$ cat src/rtl/pan_zoom_pkg.sv
// Shared types and widths for the pan/zoom address generator.
// Latency: n/a (types, constants and a helper function only).
// Backpressure: n/a.
//
// The payload structs are sized from the PZ_* constants below. The top-level
// parameters default to these constants and must stay equal to them; to
// retarget the block, edit the constants here.
package pan_zoom_pkg;

  localparam int PZ_FRAME_WIDTH  = 512;
  localparam int PZ_FRAME_HEIGHT = 512;
  localparam int PZ_DISP_WIDTH   = 1024;
  localparam int PZ_DISP_HEIGHT  = 768;
  localparam int PZ_H_W          = 11;
  localparam int PZ_V_W          = 10;
  localparam int PZ_ZOOM_MAX     = 3;

  localparam int PZ_ZOOM_W = $clog2(PZ_ZOOM_MAX + 1);
  localparam int PZ_FX_W   = $clog2(PZ_FRAME_WIDTH);
  localparam int PZ_FY_W   = $clog2(PZ_FRAME_HEIGHT);
  localparam int PZ_ADDR_W = $clog2(PZ_FRAME_WIDTH * PZ_FRAME_HEIGHT);

  // Zoom ceiling, one bit wider than the zoom field so the saturation compare
  // is a real compare even when the field cannot exceed the ceiling.
  localparam logic [PZ_ZOOM_W:0]   PZ_ZOOM_MAX_EXT = PZ_ZOOM_MAX[PZ_ZOOM_W:0];
  localparam logic [PZ_ZOOM_W-1:0] PZ_ZOOM_SAT     = PZ_ZOOM_MAX[PZ_ZOOM_W-1:0];

  typedef enum logic {
    MODE_MASK  = 1'b0,
    MODE_CLAMP = 1'b1
  } clamp_mode_e;

  typedef struct packed {
    logic [PZ_H_W-1:0]    h_off;
    logic [PZ_V_W-1:0]    v_off;
    logic [PZ_ZOOM_W-1:0] zoom;
    clamp_mode_e          clamp;
  } cfg_t;

  // Stage 1 -> stage 2: zoomed display coordinates plus the config snapshot
  // that belongs to this pixel, so a later commit cannot touch it.
  typedef struct packed {
    logic                   win;
    logic [PZ_H_W-1:0]      sx;
    logic [PZ_V_W-1:0]      sy;
    logic [PZ_ZOOM_MAX-1:0] frac_x;
    logic [PZ_ZOOM_MAX-1:0] frac_y;
    logic [PZ_H_W-1:0]      h_off;
    logic [PZ_V_W-1:0]      v_off;
    clamp_mode_e            clamp;
    logic [PZ_H_W-1:0]      hcount;
    logic [PZ_V_W-1:0]      vcount;
  } s1_t;

  // Stage 2 -> stage 3: final frame coordinates, already zeroed when invalid.
  typedef struct packed {
    logic                   vld;
    logic [PZ_FX_W-1:0]     x;
    logic [PZ_FY_W-1:0]     y;
    logic [PZ_ZOOM_MAX-1:0] frac_x;
    logic [PZ_ZOOM_MAX-1:0] frac_y;
    logic [PZ_H_W-1:0]      hcount;
    logic [PZ_V_W-1:0]      vcount;
  } s2_t;

  // Keep the low z bits of a counter and left-align them into ZOOM_MAX bits.
  // Only the low ZOOM_MAX counter bits can ever matter, so only those are passed.
  function automatic logic [PZ_ZOOM_MAX-1:0] pz_frac(
    input logic [PZ_ZOOM_MAX-1:0] low_bits,
    input logic [PZ_ZOOM_W-1:0]   z
  );
    logic [PZ_ZOOM_MAX-1:0] kept;
    kept = low_bits & ~({PZ_ZOOM_MAX{1'b1}} << z);
    return kept << (PZ_ZOOM_MAX - int'(z));
  endfunction

endpackage

$ cat src/rtl/pan_zoom_cfg_shadow.sv
// Config handshake with pending/active shadow registers, committed at frame start.
// Latency: committed config is visible combinationally in the frame-start cycle.
// Backpressure: cfg_ready_out is low while a config is pending (one outstanding).
//
// Ports: clk_in/rst_n_in clock and async active-low reset; cfg_valid_in,
// cfg_ready_out, cfg_in offered config; frame_start_in marks pixel (0,0);
// cfg_eff_out config that applies to the pixel entering the pipe this cycle.
module pan_zoom_cfg_shadow
  import pan_zoom_pkg::*;
(
  input  logic clk_in,
  input  logic rst_n_in,
  input  logic cfg_valid_in,
  output logic cfg_ready_out,
  input  cfg_t cfg_in,
  input  logic frame_start_in,
  output cfg_t cfg_eff_out
);

  cfg_t active_q;
  cfg_t pending_q;
  cfg_t cfg_sat;
  logic pending_vld_q;
  logic ready_q;
  logic accept;
  logic commit;
  logic [PZ_ZOOM_W:0] zoom_ext;

  always_comb begin
    cfg_sat  = cfg_in;
    zoom_ext = {1'b0, cfg_in.zoom};
    if (zoom_ext > PZ_ZOOM_MAX_EXT) begin
      cfg_sat.zoom = PZ_ZOOM_SAT;
    end
  end

  // Ready is only high with nothing pending, so accept and commit are
  // mutually exclusive; an accept in the frame-start cycle waits a frame.
  assign accept = cfg_valid_in && ready_q;
  assign commit = frame_start_in && pending_vld_q;

  always_ff @(posedge clk_in or negedge rst_n_in) begin
    if (!rst_n_in) begin
      active_q      <= '0;
      pending_q     <= '0;
      pending_vld_q <= 1'b0;
      ready_q       <= 1'b0;
    end else begin
      if (accept) begin
        pending_q     <= cfg_sat;
        pending_vld_q <= 1'b1;
        ready_q       <= 1'b0;
      end else if (commit) begin
        active_q      <= pending_q;
        pending_vld_q <= 1'b0;
        ready_q       <= 1'b1;
      end else if (!pending_vld_q) begin
        ready_q <= 1'b1;
      end
    end
  end

  // The committing pixel itself already uses the new config.
  assign cfg_eff_out   = commit ? pending_q : active_q;
  assign cfg_ready_out = ready_q;

endmodule

$ cat src/rtl/pan_zoom_addr_gen.sv
// Pan/zoom source-address generator: display counters -> frame-buffer address.
// Latency: 3 cycles, all outputs registered and aligned; one pixel per cycle.
// Backpressure: none on the pixel path; config handshake via cfg_valid/ready.
//
// Ports: hcount_in/vcount_in display counters; cfg_* pan/zoom/clamp config with
// valid/ready; src_x/src_y frame coordinates, frac_x/frac_y left-aligned
// sub-pixel phase, addr_out linear BRAM address, hcount/vcount_out delayed
// counters, valid_out pixel maps into the frame.
module pan_zoom_addr_gen
  import pan_zoom_pkg::*;
#(
  parameter int FRAME_WIDTH  = PZ_FRAME_WIDTH,
  parameter int FRAME_HEIGHT = PZ_FRAME_HEIGHT,
  parameter int DISP_WIDTH   = PZ_DISP_WIDTH,
  parameter int DISP_HEIGHT  = PZ_DISP_HEIGHT,
  parameter int H_W          = PZ_H_W,
  parameter int V_W          = PZ_V_W,
  parameter int ZOOM_MAX     = PZ_ZOOM_MAX,
  parameter int ADDR_W       = $clog2(FRAME_WIDTH * FRAME_HEIGHT)
) (
  input  logic                             clk_in,
  input  logic                             rst_n_in,
  input  logic [H_W-1:0]                   hcount_in,
  input  logic [V_W-1:0]                   vcount_in,
  input  logic                             cfg_valid_in,
  output logic                             cfg_ready_out,
  input  logic [H_W-1:0]                   cfg_h_offset_in,
  input  logic [V_W-1:0]                   cfg_v_offset_in,
  input  logic [$clog2(ZOOM_MAX+1)-1:0]    cfg_zoom_in,
  input  logic                             cfg_clamp_in,
  output logic [$clog2(FRAME_WIDTH)-1:0]   src_x_out,
  output logic [$clog2(FRAME_HEIGHT)-1:0]  src_y_out,
  output logic [ZOOM_MAX-1:0]              frac_x_out,
  output logic [ZOOM_MAX-1:0]              frac_y_out,
  output logic [ADDR_W-1:0]                addr_out,
  output logic [H_W-1:0]                   hcount_out,
  output logic [V_W-1:0]                   vcount_out,
  output logic                             valid_out
);

  localparam int FXW     = $clog2(FRAME_WIDTH);
  localparam int FYW     = $clog2(FRAME_HEIGHT);
  localparam int X_MAX_I = FRAME_WIDTH - 1;
  localparam int Y_MAX_I = FRAME_HEIGHT - 1;

  localparam logic [H_W:0]   DISP_W_LIM = DISP_WIDTH[H_W:0];
  localparam logic [V_W:0]   DISP_H_LIM = DISP_HEIGHT[V_W:0];
  localparam logic [H_W:0]   X_LIM      = FRAME_WIDTH[H_W:0];
  localparam logic [V_W:0]   Y_LIM      = FRAME_HEIGHT[V_W:0];
  localparam logic [FXW-1:0] X_MAX      = X_MAX_I[FXW-1:0];
  localparam logic [FYW-1:0] Y_MAX      = Y_MAX_I[FYW-1:0];

  // --------------------------------------------------------------------------
  // Config shadow
  // --------------------------------------------------------------------------
  cfg_t cfg_req;
  cfg_t cfg_eff;
  logic frame_start;

  always_comb begin
    cfg_req       = '0;
    cfg_req.h_off = cfg_h_offset_in;
    cfg_req.v_off = cfg_v_offset_in;
    cfg_req.zoom  = cfg_zoom_in;
    cfg_req.clamp = cfg_clamp_in ? MODE_CLAMP : MODE_MASK;
  end

  assign frame_start = (hcount_in == '0) && (vcount_in == '0);

  pan_zoom_cfg_shadow u_cfg_shadow (
    .clk_in         (clk_in),
    .rst_n_in       (rst_n_in),
    .cfg_valid_in   (cfg_valid_in),
    .cfg_ready_out  (cfg_ready_out),
    .cfg_in         (cfg_req),
    .frame_start_in (frame_start),
    .cfg_eff_out    (cfg_eff)
  );

  // --------------------------------------------------------------------------
  // Stage 1: display window, zoom shift, sub-pixel phase, config snapshot
  // --------------------------------------------------------------------------
  s1_t s1_d;
  s1_t s1_q;

  always_comb begin
    s1_d        = '0;
    s1_d.win    = ({1'b0, hcount_in} < DISP_W_LIM) && ({1'b0, vcount_in} < DISP_H_LIM);
    s1_d.sx     = hcount_in >> cfg_eff.zoom;
    s1_d.sy     = vcount_in >> cfg_eff.zoom;
    s1_d.frac_x = pz_frac(hcount_in[ZOOM_MAX-1:0], cfg_eff.zoom);
    s1_d.frac_y = pz_frac(vcount_in[ZOOM_MAX-1:0], cfg_eff.zoom);
    s1_d.h_off  = cfg_eff.h_off;
    s1_d.v_off  = cfg_eff.v_off;
    s1_d.clamp  = cfg_eff.clamp;
    s1_d.hcount = hcount_in;
    s1_d.vcount = vcount_in;
  end

  always_ff @(posedge clk_in or negedge rst_n_in) begin
    if (!rst_n_in) begin
      s1_q <= '0;
    end else begin
      s1_q <= s1_d;
    end
  end

  // --------------------------------------------------------------------------
  // Stage 2: pan offset (one bit of headroom), edge clamp or mask
  // --------------------------------------------------------------------------
  s2_t          s2_d;
  s2_t          s2_q;
  logic [H_W:0] x_sum;
  logic [V_W:0] y_sum;
  logic         x_oob;
  logic         y_oob;
  logic         pix_vld;

  always_comb begin
    s2_d    = '0;
    x_sum   = {1'b0, s1_q.h_off} + {1'b0, s1_q.sx};
    y_sum   = {1'b0, s1_q.v_off} + {1'b0, s1_q.sy};
    x_oob   = x_sum >= X_LIM;
    y_oob   = y_sum >= Y_LIM;
    pix_vld = s1_q.win && ((!x_oob && !y_oob) || (s1_q.clamp == MODE_CLAMP));

    s2_d.vld    = pix_vld;
    s2_d.hcount = s1_q.hcount;
    s2_d.vcount = s1_q.vcount;
    // Invalid pixels carry zero coordinates so the address stage yields 0.
    if (pix_vld) begin
      s2_d.x      = x_oob ? X_MAX : x_sum[FXW-1:0];
      s2_d.y      = y_oob ? Y_MAX : y_sum[FYW-1:0];
      s2_d.frac_x = s1_q.frac_x;
      s2_d.frac_y = s1_q.frac_y;
    end
  end

  always_ff @(posedge clk_in or negedge rst_n_in) begin
    if (!rst_n_in) begin
      s2_q <= '0;
    end else begin
      s2_q <= s2_d;
    end
  end

  // --------------------------------------------------------------------------
  // Stage 3: linear address and output registers
  // --------------------------------------------------------------------------
  logic [ADDR_W-1:0] addr_d;

  generate
    if ((FRAME_WIDTH & (FRAME_WIDTH - 1)) == 0) begin : g_addr_shift
      always_comb addr_d = ADDR_W'({s2_q.y, s2_q.x});
    end else begin : g_addr_mult
      always_comb addr_d = ADDR_W'(s2_q.y) * ADDR_W'(FRAME_WIDTH) + ADDR_W'(s2_q.x);
    end
  endgenerate

  always_ff @(posedge clk_in or negedge rst_n_in) begin
    if (!rst_n_in) begin
      src_x_out  <= '0;
      src_y_out  <= '0;
      frac_x_out <= '0;
      frac_y_out <= '0;
      addr_out   <= '0;
      hcount_out <= '0;
      vcount_out <= '0;
      valid_out  <= 1'b0;
    end else begin
      src_x_out  <= s2_q.x;
      src_y_out  <= s2_q.y;
      frac_x_out <= s2_q.frac_x;
      frac_y_out <= s2_q.frac_y;
      addr_out   <= addr_d;
      hcount_out <= s2_q.hcount;
      vcount_out <= s2_q.vcount;
      valid_out  <= s2_q.vld;
    end
  end

endmodule

$ cat config.mk
export PLATFORM = sky130hd
export DESIGN_NAME = pan_zoom_addr_gen
export DESIGN_NICKNAME = d
export VERILOG_FILES = /design/src/rtl/pan_zoom_pkg.sv /design/src/rtl/pan_zoom_cfg_shadow.sv /design/src/rtl/pan_zoom_addr_gen.sv
export SDC_FILE = /design/constraint.sdc
export NUM_CORES = 1
export LEC_CHECK = 0
export BUFFER_PORTS_ARGS = -buffer_cell sky130_fd_sc_hd__buf_2
export CORE_MARGIN = 1.5
export CORE_UTILIZATION = 40
export DETAILED_ROUTE_END_ITERATION = 16
export GPL_TIMING_DRIVEN = 1
export MAX_ROUTING_LAYER = met4
export PLACE_DENSITY_LB_ADDON = 0.15
export SLEW_MARGIN = 0
export SYNTH_ARGS = -nofsm -noshare
export SYNTH_HDL_FRONTEND = slang
export SYNTH_SLANG_ARGS = --single-unit
$ cat constraint.sdc
create_clock -name clk_in -period 2.79 [get_ports clk_in]
set_input_delay 0.1395 -clock clk_in [delete_from_list [all_inputs] [get_ports clk_in]]
set_output_delay 0.1395 -clock clk_in [all_outputs]
set_load 0.01 [all_outputs]
==> reports/results.ini, run 1 <==
[status]
status=finished, final reports clean

[yosys]
yosys_warnings=0
syn_inst=530
synthTopCellsByArea=dfrtp_1 67%, mux2_2 9.9%, mux2i_1 4.4%, ha_1 3.3%, buf_4 1.8%
yosys.area.top_type=dfrtp_1
syn-num-nets=601
avgSynthCellArea_um2=14.99
yosys.area.top_type_share=0.6709
netlist_area_um2=7945
synth_cell_types=46
ys_ff_latch=213
seq_area_frac_synth=0.6709

[sta]
rsz0062_at_grt=yes
report.final.slew_viol_count=0
fin_tns_setup_ps=0
fmax_ghz=0.3704
slew_headroom=0.6113
report.final.hold_viol_count=0
setup_viol=0
tightest_slew_ps=581.0
fin_skew_ps=8.410
fin_crit_ps=2700
fin_crit_sh=0.9678

[floorplan]
dieWidth_um=143.9
core_area_um2=19460
die_area_um2=20720
placementRows=51
ios=113
start_util=0.4082
die_h_um=143.9

[placement]
portBuffers=112
dp_cells=888
place_congestion=0.8641
dpl.hpwl_mm=10.23

[global_route]
grt_max_degree=80
grt_remaining_overflow=0
track_usage=0.1576
grt_pass1_wl_mm=24.85
antenna_found_initial=0
first_global_vias=4830

[setup_path]
crit_required_ps=3190
cp.arrival_ps=3100
critPathLaunchType=flip-flop
crit_type=reg -> reg
cp-startpoint=s1_q[32]
reg2reg_from=s1_q[32]
path_max_fanout=5
end_kind=flip-flop

[routing]
drtIter0Drc=185
vias=4563
vias_per_cell=4.675
first_pass_iters=4
ant_nets=0
drc=0
wl_mm=15.22
wl_per_cell_um=15.60

[power]
power_leakage_nw=5.016
max-vdd-ir-drop_mv=0.4606
p_per_area_nw_per_um2=834.6

[clock_tree]
numCtsBuffers=21
cts_tree=done
clock_latency_ps=480
cts_root_buffer=clkbuf_16
cts_max_level=1
path_clk_slew_ps=60
cts_buffer_depth=3
cts.sinks=213

[layout]
layout.nets=769
syn_to_final_growth_pct=26.25
final_util=0.5154
instances_no_fill=976
final_common_cell=dfrtp_1
final_cell_mix=213 x dfrtp_1, 112 x buf_2, 69 x mux2_2
drive_above_1_share=0.3516
n_antenna_cell=0

[worst_hold_path]
hold_path.class=in -> async

[job]
maxCapViolations=0

[timing repair]
item	4_1_cts	5_1_grt
buffers inserted	0	4
gates resized for setup	1	25
pin swaps	0	4
endpoints found under the hold margin	114	0
hold buffers	46	0
endpoints found under the setup margin	2	25
cloned	0	2
[worst paths after layout]
kind / end / slack [ps] / cells after the start
min reg2reg: src_y_out[5] / 350 / 0
max in group asynchronous: u_cfg_shadow.pending_q[9] / 1830 / 3
min: valid_out / 190 / 2
max: addr_d[11] / 90 / 11
min in group clk_in: u_cfg_shadow.pending_vld_q / 280 / 3
max reg2reg: addr_d[11] / 90 / 11
[state kept, by name (all words and copies together) (netlist names)]
register,cells
u_cfg_shadow.pending_q,24
u_cfg_shadow.pending_vld_q,1
frac_y_out,3
vcount_out,10
valid_out,1
s1_q,71
s2_q,28
u_cfg_shadow.cfg_ready_out,1
u_cfg_shadow.active_q,24
src_x_out,8
frac_x_out,3
src_y_out,8
addr_out,2
addr_d,18
hcount_out,11
[final cells by class]
class / count / area (um2)
inverters: 12 / 45.04
well taps: 265 / 331.6
repair buffers: 177 / 1224
clock inverters: 6 / 62.56
flip-flops and latches: 213 / 5330
multi-input cells: 273 / 2429
clock buffers: 30 / 609.3
fillers: 1646 / 9432
[critical path, stage by stage, from the launching register on]
cell      delay [ps]
dfrtp_1          360
ha_2             210
fa_2             350
a21o_1           200
a221oi_2         300
o211ai_1         150
mux2_4           230
o21ai_4           60
o31ai_4          320
buf_6            160
buf_6            110
a21boi_2         170
[report_power, final]
part | total (W) | switching (W) | internal (W)
clock network | 0.00270 | 0.00109 | 0.00161
logic | 0.00175 | 0.000928 | 0.000826
registers | 0.00392 | 0.000244 | 0.00367
total | 0.00837 | 0.00226 | 0.00611
[cells by family (layout without fill, tap and decap cells)]
| family | after synthesis | in the layout | synth area share |
|---|---|---|---|
| multiplexers | 106 | 106 | 0.1452 |
| buffers and inverters | 44 | 225 | 0.03165 |
| flip-flops | 213 | 213 | 0.6709 |
| adder cells (fa/ha/maj) | 23 | 23 | 0.03811 |
| AO/OA/AOI/OAI | 68 | 68 | 0.05622 |
| AND/OR/NAND/NOR | 63 | 63 | 0.04362 |
| XOR/XNOR | 13 | 13 | 0.01433 |
[synth_stat cells, drive strengths merged]
cell type	n
o21a	13
a221oi	1
or4	1
a21oi	21
nand2	14
or3	1
nor4b	1
o31ai	1
xor2	4
mux2	71
o211ai	2
nor2	7
a41oi	1
inv	12
fa	2
a21o	5
buf	28
o31a	1
xnor2	9
o22ai	1
clkbuf	4
a21boi	7
nand2b	3
ha	21
nand3	14
mux2i	35
nor3	2
o21bai	2
dfrtp	213
nor4	4
and2	6
nor2b	1
nor3b	2
and3	5
o221ai	1
o2111ai	1
a211oi	1
nand4	2
o21ai	10
[per-layer routing]
layer,wire (um),vias to the layer above,GRT usage
li1,-,2178,-
met1,7469,2243,0.2219
met2,6798,121,0.2367
met3,675,21,0.02333
met4,280,0,0.04726
met5,0,-,-
[through the flow]
step / cell area, um2 / setup WS [ps] / power (W) / hold WS, ps
5_1_grt: 10030 / -11.80 / 0.008862 / 229.2
4_1_cts: 9917 / -10.33 / 0.008425 / 189.9
3_3_place_gp: 8785 / 121.7 / 0.005592 / 99.34
6_report: 10030 / 89.92 / 0.008372 / 189.6
3_5_place_dp: 8785 / -1.092 / 0.005625 / 105.5
2_1_floorplan: 7951 / 38.91 / 0.005094 / -156.1
Power figures use the tool's default switching activity.
==> run 2, diff against run 1 <==
--- a/config.mk
+++ b/config.mk
@@ -12,6 +12,7 @@
 export GPL_TIMING_DRIVEN = 1
 export MAX_ROUTING_LAYER = met4
 export PLACE_DENSITY_LB_ADDON = 0.15
+export RECOVER_POWER = 25
 export SLEW_MARGIN = 0
 export SYNTH_ARGS = -nofsm -noshare
 export SYNTH_HDL_FRONTEND = slang
==> run 2 against run 1 <==
Net effect:
- the flow now finishes with violations (capacitance limit, slew limit)
- sequential power hardly changed
- clock skew hardly changed
- register-to-register slack about the same
- hold slack improved by 86 ps
- flip-flop and latch count is the same
- non-clock buffer count stayed put
- critical endpoint unchanged
- largest cell class unchanged
- highest routed layer unchanged
==> reports/results.ini, run 2 (synthesis results as in run 1) <==
[status]
status=finished, violations left  ; was finished, final reports clean
violations=capacitance limit, slew limit

[layout]
final_util=0.5135  ; was 0.5154
layout.nets=769  ; unchanged
n_antenna_cell=0  ; unchanged
fin_area_um2=9995  ; was 10,030 um2
largest_reg_flops=71  ; unchanged
regMostFlops=s1_q  ; unchanged
drive_above_1_share=0.3221  ; was 0.3516
final_common_cell=dfrtp_1  ; unchanged
fillers=1653  ; was 1,646
final_cell_mix=213 x dfrtp_1, 91 x buf_2, 69 x mux2_2  ; was 213 x dfrtp_1, 112 x buf_2, 69 x mux2_2
reg_top3=s1_q: 71 flops, s2_q: 28 flops  ; unchanged
syn_to_final_growth_pct=25.80  ; was 26.25%

[routing]
wl_mm=15.17  ; was 15.22 mm
wl_per_cell_um=15.54  ; was 15.60 um
vias=4578  ; was 4,563
drtIter0Drc=168  ; was 185
ant_nets=0  ; unchanged
first_pass_iters=4  ; unchanged
drc=0  ; unchanged
vias_per_cell=4.691  ; was 4.675

[global_route]
use_met2=0.2367  ; unchanged
gr-max-usage-layer=met2  ; unchanged
grt_pass1_wl_mm=24.85  ; unchanged
grt_use_met1=0.2219  ; unchanged
grt_remaining_overflow=0  ; unchanged
antenna_found_initial=0  ; unchanged
grt_max_degree=80  ; unchanged
first_global_vias=4830  ; unchanged
track_usage=0.1576  ; unchanged
grt_use_met3=0.02333  ; unchanged

[setup_path]
end_kind=flip-flop  ; unchanged
reg2reg_from=s1_q[32]  ; unchanged
crit_type=reg -> reg  ; unchanged
cp-startpoint=s1_q[32]  ; unchanged
critPathLaunchType=flip-flop  ; unchanged
path_max_fanout=5  ; unchanged
cp.arrival_ps=3090  ; was 3100 ps
crit_required_ps=3190  ; about the same

[sta]
fin_tns_setup_ps=0  ; unchanged
fin_crit_ps=2693  ; was 2700 ps
rsz0062_at_grt=yes  ; unchanged
fin_ws_ps=97.42  ; was 89.92 ps
fin_skew_ps=8.337  ; was 8.410 ps
report.final.slew_viol_count=58  ; was 0
fmax_ghz=0.3714  ; was 0.3704 GHz
tightest_slew_ps=1559  ; was 581.0 ps
report.final.hold_viol_count=0  ; unchanged
fin_crit_sh=0.9651  ; was 0.9678
setup_viol=0  ; unchanged
slew_headroom=-0.03950  ; was 0.6113

[clock_tree]
path_clk_slew_ps=60  ; about the same
cts_max_level=1  ; unchanged
cts_tree=done  ; unchanged
numCtsBuffers=21  ; unchanged
cts.sinks=213  ; unchanged
clock_latency_ps=480  ; about the same
cts_buffer_depth=3  ; unchanged
cts_root_buffer=clkbuf_16  ; unchanged

[floorplan]
ios=113  ; unchanged
die_area_um2=20720  ; unchanged
dieWidth_um=143.9  ; unchanged
die_h_um=143.9  ; unchanged
start_util=0.4082  ; unchanged
core_area_um2=19460  ; unchanged
placementRows=51  ; unchanged

[worst_hold_path]
hold_path.class=in -> reg  ; was in -> async
min_from=cfg_valid_in

[placement]
place_congestion=0.8641  ; unchanged
pre_cts_ws_ps=-1.092  ; unchanged
post_dp_cell_area_um2=8785  ; unchanged
dpl.hpwl_mm=10.23  ; unchanged
portBuffers=112  ; unchanged

[power]
p_total_w=0.008363  ; was 0.008372 W
max-vdd-ir-drop_mv=0.4613  ; was 0.4606 mV
p_per_area_nw_per_um2=836.7  ; was 834.6 nW/um2
power_leakage_nw=4.955  ; was 5.016 nW

[job]
maxCapViolations=1  ; was 0

## run 2: cell count changes in the layout (fill, tap and decap cells not counted), sizes merged
cell	previous run	this run
buf	131	109
clkbuf	30	52
## run 2: per-layer routing
metal | wire length [um] | vias to the layer above
met5 | 0 | -
met4 | 294 | 0
met3 | 623 | 25
met2 | 6786 | 117
met1 | 7465 | 2261
li1 | - | 2175
## run 2: metrics by stage
| step | instances | hold slack (ps) |
|---|---|---|
| floorplan | 530 | -156.1 |
| global placement | 888 | 99.34 |
| detailed placement | 888 | 105.5 |
| CTS | 970 | 189.9 |
| global route | 976 | 312.2 |
| finish | 976 | 275.1 |
## run 2: layout make-up
| class | instances | area, um2 | area share |
|---|---|---|---|
| Sequential cell | 213 | 5330 | 0.5333 |
| Multi-Input combinational cell | 273 | 2429 | 0.2430 |
| Timing Repair Buffer | 177 | 1187 | 0.1188 |
| Clock buffer | 30 | 609.3 | 0.06097 |
| Tap cell | 265 | 331.6 | 0.03317 |
| Clock inverter | 6 | 62.56 | 0.006259 |
| Inverter | 12 | 45.04 | 0.004507 |
## run 2: worst max-delay path, stage by stage, from the launching register on
cell and delay [ps]:
dfrtp_1 360, ha_2 210, fa_2 350, a21o_1 200, a221oi_2 300, o211ai_1 140, mux2_4 230, o21ai_4 60
o31ai_4 320, buf_6 160, buf_6 100, a21boi_2 170
## run 2: path summary, 6_finish.rpt
| check | to | slack, ps | depth (start not counted) |
|---|---|---|---|
| min reg2reg | src_y_out[5] | 350 | 0 |
| min | u_cfg_shadow.pending_vld_q | 280 | 3 |
| max reg2reg | addr_d[11] | 100 | 11 |
| max | addr_d[11] | 100 | 11 |
| min in group asynchronous | valid_out | 590 | 2 |
| max in group asynchronous | u_cfg_shadow.pending_q[9] | 1090 | 3 |
## run 2: power breakdown
part	switching, W	internal (W)	total [W]
clock network	0.00109	0.00161	0.00270
registers	0.000244	0.00367	0.00392
logic	0.000926	0.000820	0.00175
total	0.00226	0.00610	0.00836
## run 2: what timing repair did
action,4_1_cts,5_1_grt
gates resized for setup,1,25
cloned,0,2
setup buffers,0,4
hold buffers,46,0
pin swaps,0,4
endpoints found under the hold margin,114,0
endpoints found under the setup margin,2,25
